## config.mk

```make
export PLATFORM = sky130hd
export DESIGN_NAME = mult_rr_scheduler_flat
export DESIGN_NICKNAME = d
export VERILOG_FILES = /design/src/rtl/mult_rr_scheduler_if.sv /design/src/rtl/mult_rr_scheduler.sv /design/src/flat_wrapper.sv
export SDC_FILE = /design/constraint.sdc
export NUM_CORES = 1
export LEC_CHECK = 0
export ABC_AREA = 1
export CAP_MARGIN = 20
export CORE_MARGIN = 3
export CORE_UTILIZATION = 39
export CTS_CLUSTER_DIAMETER = 200
export DETAILED_ROUTE_END_ITERATION = 12
export HOLD_SLACK_MARGIN = 0.03
export PLACE_DENSITY = 0.78
export SETUP_SLACK_MARGIN = 0.1
export SYNTH_ARGS = -nofsm -noshare
export SYNTH_HDL_FRONTEND = slang
export SYNTH_SLANG_ARGS = --single-unit
```

## constraint.sdc

```tcl
create_clock -name i_clk -period 2.25 [get_ports i_clk]
set_input_delay 0.45 -clock i_clk [delete_from_list [all_inputs] [get_ports i_clk]]
set_output_delay 0.45 -clock i_clk [all_outputs]
set_load 0.02 [all_outputs]
```

## src/rtl/mult_rr_scheduler_if.sv

```systemverilog
// Requester and multiplier-side signals of the shared multiplier scheduler.
// slave = scheduler side, master = requesters plus the multiplier.
interface mult_rr_scheduler_if #(
   parameter int DW = 8,
   parameter int N  = 4
);
   logic [N-1:0]      req;
   logic [N*DW-1:0]   req_a;
   logic [N*DW-1:0]   req_b;
   logic [N-1:0]      grant;
   logic [N-1:0]      done;
   logic [N-1:0]      err;
   logic [2*DW-1:0]   result;
   logic              busy;
   logic              mult_start;
   logic [DW-1:0]     mult_a;
   logic [DW-1:0]     mult_b;
   logic              mult_ready;
   logic [2*DW-1:0]   mult_product;

   modport slave (
      input  req, req_a, req_b, mult_ready, mult_product,
      output grant, done, err, result, busy, mult_start, mult_a, mult_b
   );

   modport master (
      output req, req_a, req_b, mult_ready, mult_product,
      input  grant, done, err, result, busy, mult_start, mult_a, mult_b
   );
endinterface

```

## src/rtl/mult_rr_scheduler.sv

```systemverilog
// Round-robin scheduler sharing one multiplier among N requesters, with a watchdog.
//  state  | meaning
//  IDLE   | waiting for any req; picks first set bit at/after ptr
//  LAUNCH | operands registered, mult_start high for this one cycle
//  WAIT   | watchdog counting down; waiting for a rising edge of mult_ready
//  DONE   | done[owner] high, ptr moves past owner
module mult_rr_scheduler #(
   parameter int DW      = 8,
   parameter int N       = 4,
   parameter int TIMEOUT = 64
) (
   input  logic                 i_clk,
   input  logic                 i_rst_n,
   mult_rr_scheduler_if.slave   bus
);
   localparam int PW = (N > 1) ? $clog2(N) : 1;
   localparam int WW = $clog2(TIMEOUT);

   typedef enum logic [1:0] {S_IDLE, S_LAUNCH, S_WAIT, S_DONE} state_t;

   state_t            r_state;
   logic [PW-1:0]     r_ptr;
   logic [PW-1:0]     r_owner;
   logic [N-1:0]      r_grant;
   logic [N-1:0]      r_done;
   logic [N-1:0]      r_err;
   logic [2*DW-1:0]   r_result;
   logic [DW-1:0]     r_mult_a;
   logic [DW-1:0]     r_mult_b;
   logic              r_mult_start;
   logic              r_busy;
   logic              r_ready_q;
   logic [WW-1:0]     r_wdog;

   logic [N-1:0]      w_rot;
   logic [PW-1:0]     w_off;
   logic [PW:0]       w_sum;
   logic [PW-1:0]     w_pick;
   logic [N-1:0]      w_pick_oh;
   logic [DW-1:0]     w_pick_a;
   logic [DW-1:0]     w_pick_b;
   logic [PW-1:0]     w_next_ptr;
   logic              w_ready_rise;

   // Rotate requests so bit 0 is the ptr position; the lowest set bit wins.
   always_comb begin
      w_rot = N'({bus.req, bus.req} >> r_ptr);
      w_off = '0;
      for (int k = N - 1; k >= 0; k--) begin
         if (w_rot[k]) w_off = PW'(k);
      end
      w_sum = {1'b0, r_ptr} + {1'b0, w_off};
      if (w_sum >= (PW+1)'(N)) w_pick = PW'(w_sum - (PW+1)'(N));
      else                     w_pick = PW'(w_sum);
      w_pick_a = '0;
      w_pick_b = '0;
      for (int k = 0; k < N; k++) begin
         if (w_pick == PW'(k)) begin
            w_pick_a = bus.req_a[k*DW +: DW];
            w_pick_b = bus.req_b[k*DW +: DW];
         end
      end
   end

   assign w_pick_oh    = N'(1) << w_pick;
   assign w_next_ptr   = (r_owner == PW'(N - 1)) ? '0 : r_owner + 1'b1;
   assign w_ready_rise = bus.mult_ready & ~r_ready_q;

   always_ff @(posedge i_clk or negedge i_rst_n) begin
      if (!i_rst_n) begin
         r_state      <= S_IDLE;
         r_ptr        <= '0;
         r_owner      <= '0;
         r_grant      <= '0;
         r_done       <= '0;
         r_err        <= '0;
         r_result     <= '0;
         r_mult_a     <= '0;
         r_mult_b     <= '0;
         r_mult_start <= 1'b0;
         r_busy       <= 1'b0;
         r_ready_q    <= 1'b0;
         r_wdog       <= '0;
      end else begin
         r_ready_q    <= bus.mult_ready;
         r_mult_start <= 1'b0;
         r_done       <= '0;
         r_err        <= '0;
         case (r_state)
            S_IDLE: begin
               if (|bus.req) begin
                  r_owner      <= w_pick;
                  r_grant      <= w_pick_oh;
                  r_mult_a     <= w_pick_a;
                  r_mult_b     <= w_pick_b;
                  r_mult_start <= 1'b1;
                  r_busy       <= 1'b1;
                  r_state      <= S_LAUNCH;
               end
            end
            S_LAUNCH: begin
               r_wdog  <= WW'(TIMEOUT - 1);
               r_state <= S_WAIT;
            end
            S_WAIT: begin
               // A ready already high on entry has r_ready_q set, so only a fresh edge completes.
               if (w_ready_rise) begin
                  r_result <= bus.mult_product;
                  r_done   <= r_grant;
                  r_state  <= S_DONE;
               end else if (r_wdog == '0) begin
                  r_err   <= r_grant;
                  r_grant <= '0;
                  r_busy  <= 1'b0;
                  r_ptr   <= w_next_ptr;
                  r_state <= S_IDLE;
               end else begin
                  r_wdog <= r_wdog - 1'b1;
               end
            end
            S_DONE: begin
               r_ptr   <= w_next_ptr;
               r_grant <= '0;
               r_busy  <= 1'b0;
               r_state <= S_IDLE;
            end
            default: r_state <= S_IDLE;
         endcase
      end
   end

   assign bus.grant      = r_grant;
   assign bus.done       = r_done;
   assign bus.err        = r_err;
   assign bus.result     = r_result;
   assign bus.busy       = r_busy;
   assign bus.mult_start = r_mult_start;
   assign bus.mult_a     = r_mult_a;
   assign bus.mult_b     = r_mult_b;
endmodule

```

## src/flat_wrapper.sv

```systemverilog
// flat-port wrapper written by rule: the top's interface ports become plain ports
module mult_rr_scheduler_flat 
#(
   parameter int DW      = 8,
   parameter int N       = 4,
   parameter int TIMEOUT = 64
)
  (i_clk, i_rst_n, bus_req, bus_req_a, bus_req_b, bus_mult_ready, bus_mult_product, bus_grant, bus_done, bus_err, bus_result, bus_busy, bus_mult_start, bus_mult_a, bus_mult_b);
  mult_rr_scheduler_if #(.DW(DW), .N(N)) bus_i ();
  input  logic i_clk;
  input  logic i_rst_n;
  input wire logic [$bits(bus_i.req)-1:0] bus_req;
  input wire logic [$bits(bus_i.req_a)-1:0] bus_req_a;
  input wire logic [$bits(bus_i.req_b)-1:0] bus_req_b;
  input wire logic [$bits(bus_i.mult_ready)-1:0] bus_mult_ready;
  input wire logic [$bits(bus_i.mult_product)-1:0] bus_mult_product;
  output wire logic [$bits(bus_i.grant)-1:0] bus_grant;
  output wire logic [$bits(bus_i.done)-1:0] bus_done;
  output wire logic [$bits(bus_i.err)-1:0] bus_err;
  output wire logic [$bits(bus_i.result)-1:0] bus_result;
  output wire logic [$bits(bus_i.busy)-1:0] bus_busy;
  output wire logic [$bits(bus_i.mult_start)-1:0] bus_mult_start;
  output wire logic [$bits(bus_i.mult_a)-1:0] bus_mult_a;
  output wire logic [$bits(bus_i.mult_b)-1:0] bus_mult_b;
  assign bus_i.req = bus_req;
  assign bus_i.req_a = bus_req_a;
  assign bus_i.req_b = bus_req_b;
  assign bus_i.mult_ready = bus_mult_ready;
  assign bus_i.mult_product = bus_mult_product;
  assign bus_grant = bus_i.grant;
  assign bus_done = bus_i.done;
  assign bus_err = bus_i.err;
  assign bus_result = bus_i.result;
  assign bus_busy = bus_i.busy;
  assign bus_mult_start = bus_i.mult_start;
  assign bus_mult_a = bus_i.mult_a;
  assign bus_mult_b = bus_i.mult_b;
  mult_rr_scheduler #(.DW(DW), .N(N), .TIMEOUT(TIMEOUT)) u_core (.i_clk(i_clk), .i_rst_n(i_rst_n), .bus(bus_i));
endmodule
```

After elaboration in Yosys (flattened, before gate mapping)
Cells that the tools add are included.
- $add $sub $neg: 4
- $lt $le $gt $ge: 1
- equality and inequality tests: 12
- shifts and indexed selects: 2
- multiplexer cells: 39
- bitwise logic cells: 2
- reductions and logical operators: 13
- operator list (kind ; count):
    two-way mux 8 bit ; 8
    two-way mux 4 bit ; 8
    two-way mux 2 bit ; 11
    two-way mux 6 bit ; 2
    case mux 4 bit (3 select lines) ; 1
    case mux 6 bit (2 select lines) ; 1
    equality test 2 bit (second input constant) ; 5
    case mux 2 bit (4 select lines) ; 1
    >> shifter 8 x 2 -> 4 bit ; 1
    logical NOT 6 bit ; 1
    AND reduction 2 bit ; 3
    AND reduction 3 bit ; 2
    subtractor 6 x 1 -> 6 bit (second input constant) ; 1
    two-way mux 1 bit ; 5
    equality test 2 x 1 -> 1 bit (second input constant) ; 2
    logical NOT 2 bit ; 2
    != test 2 x 1 -> 1 bit (second input constant) ; 2
    != test 2 bit (second input constant) ; 2
    case mux 2 bit (2 select lines) ; 1
    AND reduction 4 bit ; 1
    nonzero test 2 bit ; 2
    OR reduction 4 bit ; 1
    left shift 1 x 2 -> 4 bit (first input constant) ; 1
    adder 2 x 2 -> 3 bit ; 1
    other kinds (8) ; 8
- register bits after elaboration: 59
- bits of input ports: 87
- logic and storage cells: 86

Longest topological paths before layout
Gate-level depths: netlist of the first run.
- word-level depth: 13
- gate-level depth with buffers: 17

Least setup slack after synthesis of the first run
No wires, ideal clock.
- path kind: register to register
- start: register u_core.r_ptr[0]
- end: register u_core.r_mult_b[3] (netlist: u_core.bus.mult_b[3])
- arrival time: 2.008 ns
- path slack: 0.125 ns
- cell stages (with the launch flop): 15
- period minus slack after synthesis: 2.125 ns
- cell sequence: dfrtp_1 inv_2 nand2_1 nand3_1 nand2_1 nand3_1 a21boi_0 ha_1 clkbuf_1 clkbuf_1 nand2_1 nand3_1 nand2_1 nand2_1 nand2_1
- cells in the longest elaborated chain, start to end: 13
- elaborated cells between the ends (all ways): 17
- classes of those cells: 2 x add/sub; 1 x order compare; 3 x eq/ne; 1 x shift; 9 x mux; 1 x reduce/logical
- ends and longest elaborated chain (what ; RTL line ; source):
    start, declared ; mult_rr_scheduler.sv:22 ; logic [PW-1:0] r_ptr;
    start signal, assigned ; mult_rr_scheduler.sv:115 ; r_ptr <= w_next_ptr;
    start signal, assigned ; mult_rr_scheduler.sv:122 ; r_ptr <= w_next_ptr;
    >> shifter 8 x 2 -> 4 bit ; mult_rr_scheduler.sv:47 ; w_rot = N'({bus.req, bus.req} >> r_ptr);
    two-way mux 2 bit (4 in a row) ; mult_rr_scheduler.sv:50 ; if (w_rot[k]) w_off = PW'(k);
    adder 2 x 2 -> 3 bit * ; mult_rr_scheduler.sv:52 ; w_sum = {1'b0, r_ptr} + {1'b0, w_off};
    >= comparator 3 bit / subtractor 2 x 1 -> 2 bit (equally long branches) ; mult_rr_scheduler.sv:53 ; if (w_sum >= (PW+1)'(N)) w_pick = PW'(w_sum - (PW+1)'(N));
    two-way mux 2 bit * ; mult_rr_scheduler.sv:53 ;
    net u_core.w_pick[0] ; mult_rr_scheduler.sv:38 ; logic [PW-1:0] w_pick;
    logical NOT 2 bit ; mult_rr_scheduler.sv:58 ; if (w_pick == PW'(k)) begin
    two-way mux 8 bit (3 in a row) ; mult_rr_scheduler.sv:58 ;
    two-way mux 8 bit * ; mult_rr_scheduler.sv:58 ;
    end signal, assigned ; mult_rr_scheduler.sv:95 ; r_mult_b <= w_pick_b;
    end, declared ; mult_rr_scheduler.sv:29 ; logic [DW-1:0] r_mult_b;
Mark *: on every way through the listed nets, which the timed path passes. The rest lies on a longest branch.
A chain may end at the register's enable or synchronous reset.

Worst setup path after layout of the first run
- start: register u_core.r_ptr[0]
- end: register u_core.r_mult_b[4] (netlist: u_core.bus.mult_b[4])
- cells in the longest elaborated chain, start to end: 13
- elaborated cells between the ends (all ways): 17
- classes of those cells: 2 x add/sub; 1 x order compare; 3 x eq/ne; 1 x shift; 9 x mux; 1 x reduce/logical
- ends and longest elaborated chain (what ; RTL line):
    >> shifter 8 x 2 -> 4 bit ; mult_rr_scheduler.sv:47
    two-way mux 2 bit (4 in a row) ; mult_rr_scheduler.sv:50
    adder 2 x 2 -> 3 bit * ; mult_rr_scheduler.sv:52
    >= comparator 3 bit / subtractor 2 x 1 -> 2 bit (equally long branches) ; mult_rr_scheduler.sv:53
    two-way mux 2 bit * ; mult_rr_scheduler.sv:53
    logical NOT 2 bit ; mult_rr_scheduler.sv:58
    two-way mux 8 bit (3 in a row) ; mult_rr_scheduler.sv:58
    two-way mux 8 bit * ; mult_rr_scheduler.sv:58
Mark *: on every way between the ends. The rest lies on a longest branch, timed or not.

==> impl_summary.log, run 1 <==
INFO  metric reg2reg_slack = -30 ps
INFO  metric netlist_area = ~3100 sq um
INFO  metric crit_path_capture_type = register
INFO  metric cts_buffers = 9
INFO  metric instances_no_fill = about 650
INFO  metric synth_area_per_cell = about 8.3 sq um
INFO  metric first_pass_iteration_count_of_the_detailed_router = 4
INFO  metric totalPowerFinal = slightly above 9 mW
INFO  metric synth.net_count = 472
INFO  metric clock_power_share = about a tenth
INFO  metric post_synth_most_frequent_cells = 110 x sky130_fd_sc_hd__nand2_1, 59 x sky130_fd_sc_hd__dfrtp_1, 44 x sky130_fd_sc_hd__nand3_1, 40 x sky130_fd_sc_hd__inv_1, 26 x sky130_fd_sc_hd__o21ai_0
INFO  metric grt_setup_unrepaired = yes
INFO  metric post-dp-hpwl = about 6500 microns
INFO  metric total_power_divided_by_cell_area = 1760 nW/um^2
INFO  metric clkLatencyLatePin = approximately 330 ps
INFO  metric dpl-instance-area = between 4000 and 5000 sq um
INFO  metric worstPathRequired = 2480 ps
INFO  metric worst_case_vdd_ir_drop = about 0.0013 V
INFO  metric run_status = finished, violations left
INFO  metric rr_endpoint = u_core.bus.mult_b[4]$_DFFE_PN0P_
INFO  metric fin_skew = 13.04 ps
INFO  metric grt_max_degree = 60
INFO  metric grt_overflow = 0
INFO  metric slew_headroom = between 70 and 80%
INFO  metric timing.final.crit_period = ~2300 ps
INFO  metric min_path_type = in2async
INFO  metric synth_seq_cells = a little under 60
INFO  metric std_cell_rows = 32
INFO  metric synth_edf_count = 0
INFO  metric die_width = 95.58 microns
INFO  metric timing.critical_path.from_type = register
INFO  metric synth_area_leader_cell = sky130_fd_sc_hd__dfrtp_1
INFO  metric globalplace.congestion = roughly 0.86
INFO  metric diode_count = 0
INFO  metric power_switching_share = around 47%
INFO  metric synth_cells = 378
INFO  metric synth_compound_gate_area_share = under 10%
INFO  metric yosysMostFrequentCell = sky130_fd_sc_hd__nand2_1
INFO  metric initial_core_util = just over 40%
INFO  metric synth_xor_xnor_area_share = less than 1%
INFO  metric r2r_start = u_core.r_ptr[0]$_DFFE_PN0P_
INFO  metric synth_seq_area_share = a little under half
INFO  metric vias = 3183
INFO  metric share_comb_of_total_power = about 72%
INFO  metric clock.fmax = about 440 MHz
INFO  metric tightest_slew = ~430 ps
INFO  metric htreeDepth = 3
INFO  metric synthTopCellsByArea = sky130_fd_sc_hd__dfrtp_1 47%, sky130_fd_sc_hd__nand2_1 13%, sky130_fd_sc_hd__nand3_1 7.0%
INFO  metric grt_pass1_wl = approximately 14000 microns
INFO  metric cts_sinks = 59
INFO  metric crit_fanout = 10
INFO  metric power.static_leakage = 2.446 nW
INFO  metric portBuffers = around 130
INFO  metric antenna_left = 0
INFO  metric globalRouteTotalUtil = 20.21%
INFO  metric largest_family_of_logic_cells_by_synthesized_area = simple AND/OR/NAND/NOR gates
INFO  metric logic_depth_of_the_worst_register_to_register_path = 17
INFO  metric internal-power = about 4.9 mW
INFO  metric detail_route.iter0.violations = 139
INFO  metric p_seq_share = between 10% and 20%
INFO  metric finalHoldViolations = 0
INFO  metric clk_path_buf_depth = 2
INFO  metric post_drt_wl_per_cell = 14.03 microns
INFO  metric yosys.area_share.adder = roughly 2.8%
INFO  metric violations_in_the_final_reports = negative setup slack
INFO  metric fp.dieArea = 9135 sq um
INFO  metric grt_pass1_vias = between 3000 and 4000
INFO  metric synth_to_final_area_change = 66.85%
INFO  metric min_period_over_period = 101.5%
INFO  metric max-cap-violations = 0
INFO  metric synth_top_area_share = between 40% and 50%
INFO  metric ys_types = 31
INFO  metric routed_via_density = between 4 and 5
INFO  metric drt_drc_violations_left = 0
INFO  metric drt-total-wl = about 9100 microns
INFO  metric fp.coreArea = between 7000 and 8000 sq um
INFO  metric ioPinCount = about 130
INFO  metric die_y = roughly 96 microns
INFO  metric clkSlewWorstSetupHoldPaths = roughly 70 ps
INFO  metric synth_flop_cell = sky130_fd_sc_hd__dfrtp_1
INFO  metric synth.mux.area_fraction = 5.758%
INFO  metric net_switching_component_of_the_power = around 4.3 mW
INFO  metric placedCellCount = between 600 and 700
INFO  metric yosys_warnings = 0
INFO  metric antenna_violations_before_repair = 0
INFO  metric final_nets = about 640
INFO  metric cts_tree = built
INFO  metric final.setup.worst_slack = -33.50 ps
INFO  metric worst_hold_slack = 108.9 ps
INFO  metric final-max-slew-violation-count = 0
INFO  metric worst-setup-path-type = reg2reg
INFO  metric layout-drive-gt1-share = between 20% and 30%
INFO  metric ctsRootBufferMaster = sky130_fd_sc_hd__clkbuf_8
INFO  metric worst_endpoint_data_arrival_time = between 2000 and 3000 ps
INFO  metric async_reset_ff_share = 100.0%
INFO  metric synth-simple-area-share = between 20% and 30%
INFO  metric totalNegativeSetupSlack = -122.1 ps
INFO  metric design_area = about 5200 sq um
INFO  metric setup_viol_count_final = 7
-- cells by family after synthesis --
| group | count (synthesis) |
|---|---|
| AND/OR/NAND/NOR | 198 |
| AO/OA/AOI/OAI | 39 |
| adder cells (fa/ha/maj) | 7 |
| multiplexers | 16 |
| flip-flops | 59 |
| buffers and inverters | 58 |
| XOR/XNOR | 1 |
-- registers in the layout (all words and copies together), names as in the netlist --
name,flops
u_core.bus.busy,1
u_core.r_ptr,2
u_core.bus.done,4
u_core.bus.mult_b,8
u_core.bus.result,16
u_core.bus.grant,4
u_core.bus.mult_a,8
u_core.bus.mult_start,1
u_core.bus.err,4
u_core.r_ready_q,1
u_core.r_owner,2
u_core.r_state,2
u_core.r_wdog,6
-- metrics by stage --
| step | utilization, % | setup slack [ps] |
|---|---|---|
| after CTS | 65.91 | 28.55 |
| final | 67.22 | -33.50 |
| after global placement | 60.49 | -441.7 |
| after detailed placement | 60.49 | -527.5 |
| after global routing | 67.22 | -206.9 |
| after floorplan | - | 125.3 |
-- cell usage in the layout (no fill, tap or decap), drive strengths merged --
cell type	instances
a22oi	2
clkdlybuf4s50	127
nand4	9
o21ai	32
clkinv	5
nand3	45
xnor2	1
a21boi	1
buf	33
o22ai	2
nand2	116
or2	2
dlygate4sd2	4
ha	7
clkinvlp	1
mux2	16
nor3	5
o31ai	1
nand3b	3
inv	43
dfrtp	59
nor2	21
a31oi	1
clkbuf	12
nor4	1
-- how the worst max path moves through the flow --
stage                                      from                               end  slack, ps  depth (start not counted)
floorplan           u_core.r_ptr[0]$_DFFE_PN0P_  u_core.bus.mult_b[3]$_DFFE_PN0P_        130                         14
global placement                     bus_req[1]  u_core.bus.mult_b[4]$_DFFE_PN0P_       -440                         16
finish              u_core.r_ptr[0]$_DFFE_PN0P_  u_core.bus.mult_b[4]$_DFFE_PN0P_        -30                         17
CTS                 u_core.r_ptr[0]$_DFFE_PN0P_  u_core.bus.mult_b[5]$_DFFE_PN0P_         30                         16
detailed placement                   bus_req[3]  u_core.bus.mult_b[4]$_DFFE_PN0P_       -530                         16
global route        u_core.r_ptr[0]$_DFFE_PN0P_  u_core.bus.mult_b[2]$_DFFE_PN0P_       -210                         17
-- power by group through the flow --
stage / clock, mW / combinational [mW] / sequential (mW)
5_1_grt: 0.929 / 7.17 / 1.78
4_1_cts: 0.884 / 6.20 / 1.74
6_report: 0.857 / 6.59 / 1.74
3_5_place_dp: 0 / 5.24 / 1.75
3_3_place_gp: 0 / 5.11 / 1.72
2_1_floorplan: 0 / 2.91 / 2.11
-- worst max-delay path, stage by stage (launching register included) --
cell and delay, ps:
sky130_fd_sc_hd__dfrtp_2 450, sky130_fd_sc_hd__inv_4 80, sky130_fd_sc_hd__nand2_4 70, sky130_fd_sc_hd__nand3_2 70
sky130_fd_sc_hd__nand2_2 90, sky130_fd_sc_hd__nand3_2 60, sky130_fd_sc_hd__a21boi_1 130, sky130_fd_sc_hd__ha_2 210
sky130_fd_sc_hd__xnor2_2 120, sky130_fd_sc_hd__buf_4 140, sky130_fd_sc_hd__nand3_4 110, sky130_fd_sc_hd__nand2_8 170
sky130_fd_sc_hd__buf_12 140, sky130_fd_sc_hd__nand3b_1 70, sky130_fd_sc_hd__nand3_1 80, sky130_fd_sc_hd__nand2_1 60
sky130_fd_sc_hd__nand2_1 60, sky130_fd_sc_hd__nand2_1 50
-- final cells by class --
type,instances,area [sq um]
fillers,616,2546
repair buffers,165,1667
multi-input cells,265,1598
flip-flops and latches,59,1479
inverters,45,172.7
clock buffers,11,151.4
well taps,102,127.6
clock inverters,4,26.28
-- per-layer routing --
| metal | part of all wire [%] | global-route usage, % | vias to the layer above |
|---|---|---|---|
| li1 | - | - | 1571 |
| met1 | 41 | 23.69 | 1492 |
| met2 | 52 | 35.21 | 104 |
| met3 | 5.9 | 5.446 | 16 |
| met4 | 2.0 | 7.464 | 0 |
| met5 | 0 | 0 | - |
-- what timing repair did --
item,in CTS,in global routing
endpoints found under the setup margin,19,22
endpoints found under the hold margin,0,0
hold buffers,0,0
pin swaps,15,8
resized for setup,31,20
cloned,5,1
setup buffers,9,3
Note: power is estimated with default switching activity, not from simulation.
==> run 2: changes to the inputs <==
--- a/config.mk
+++ b/config.mk
@@ -6,7 +6,7 @@
 export NUM_CORES = 1
 export LEC_CHECK = 0
 export ABC_AREA = 1
-export CAP_MARGIN = 20
+export CAP_MARGIN = 30
 export CORE_MARGIN = 3
 export CORE_UTILIZATION = 39
 export CTS_CLUSTER_DIAMETER = 200
==> results of run 2 <==
Final layout, timing and power as in run 1 (identical DEF).
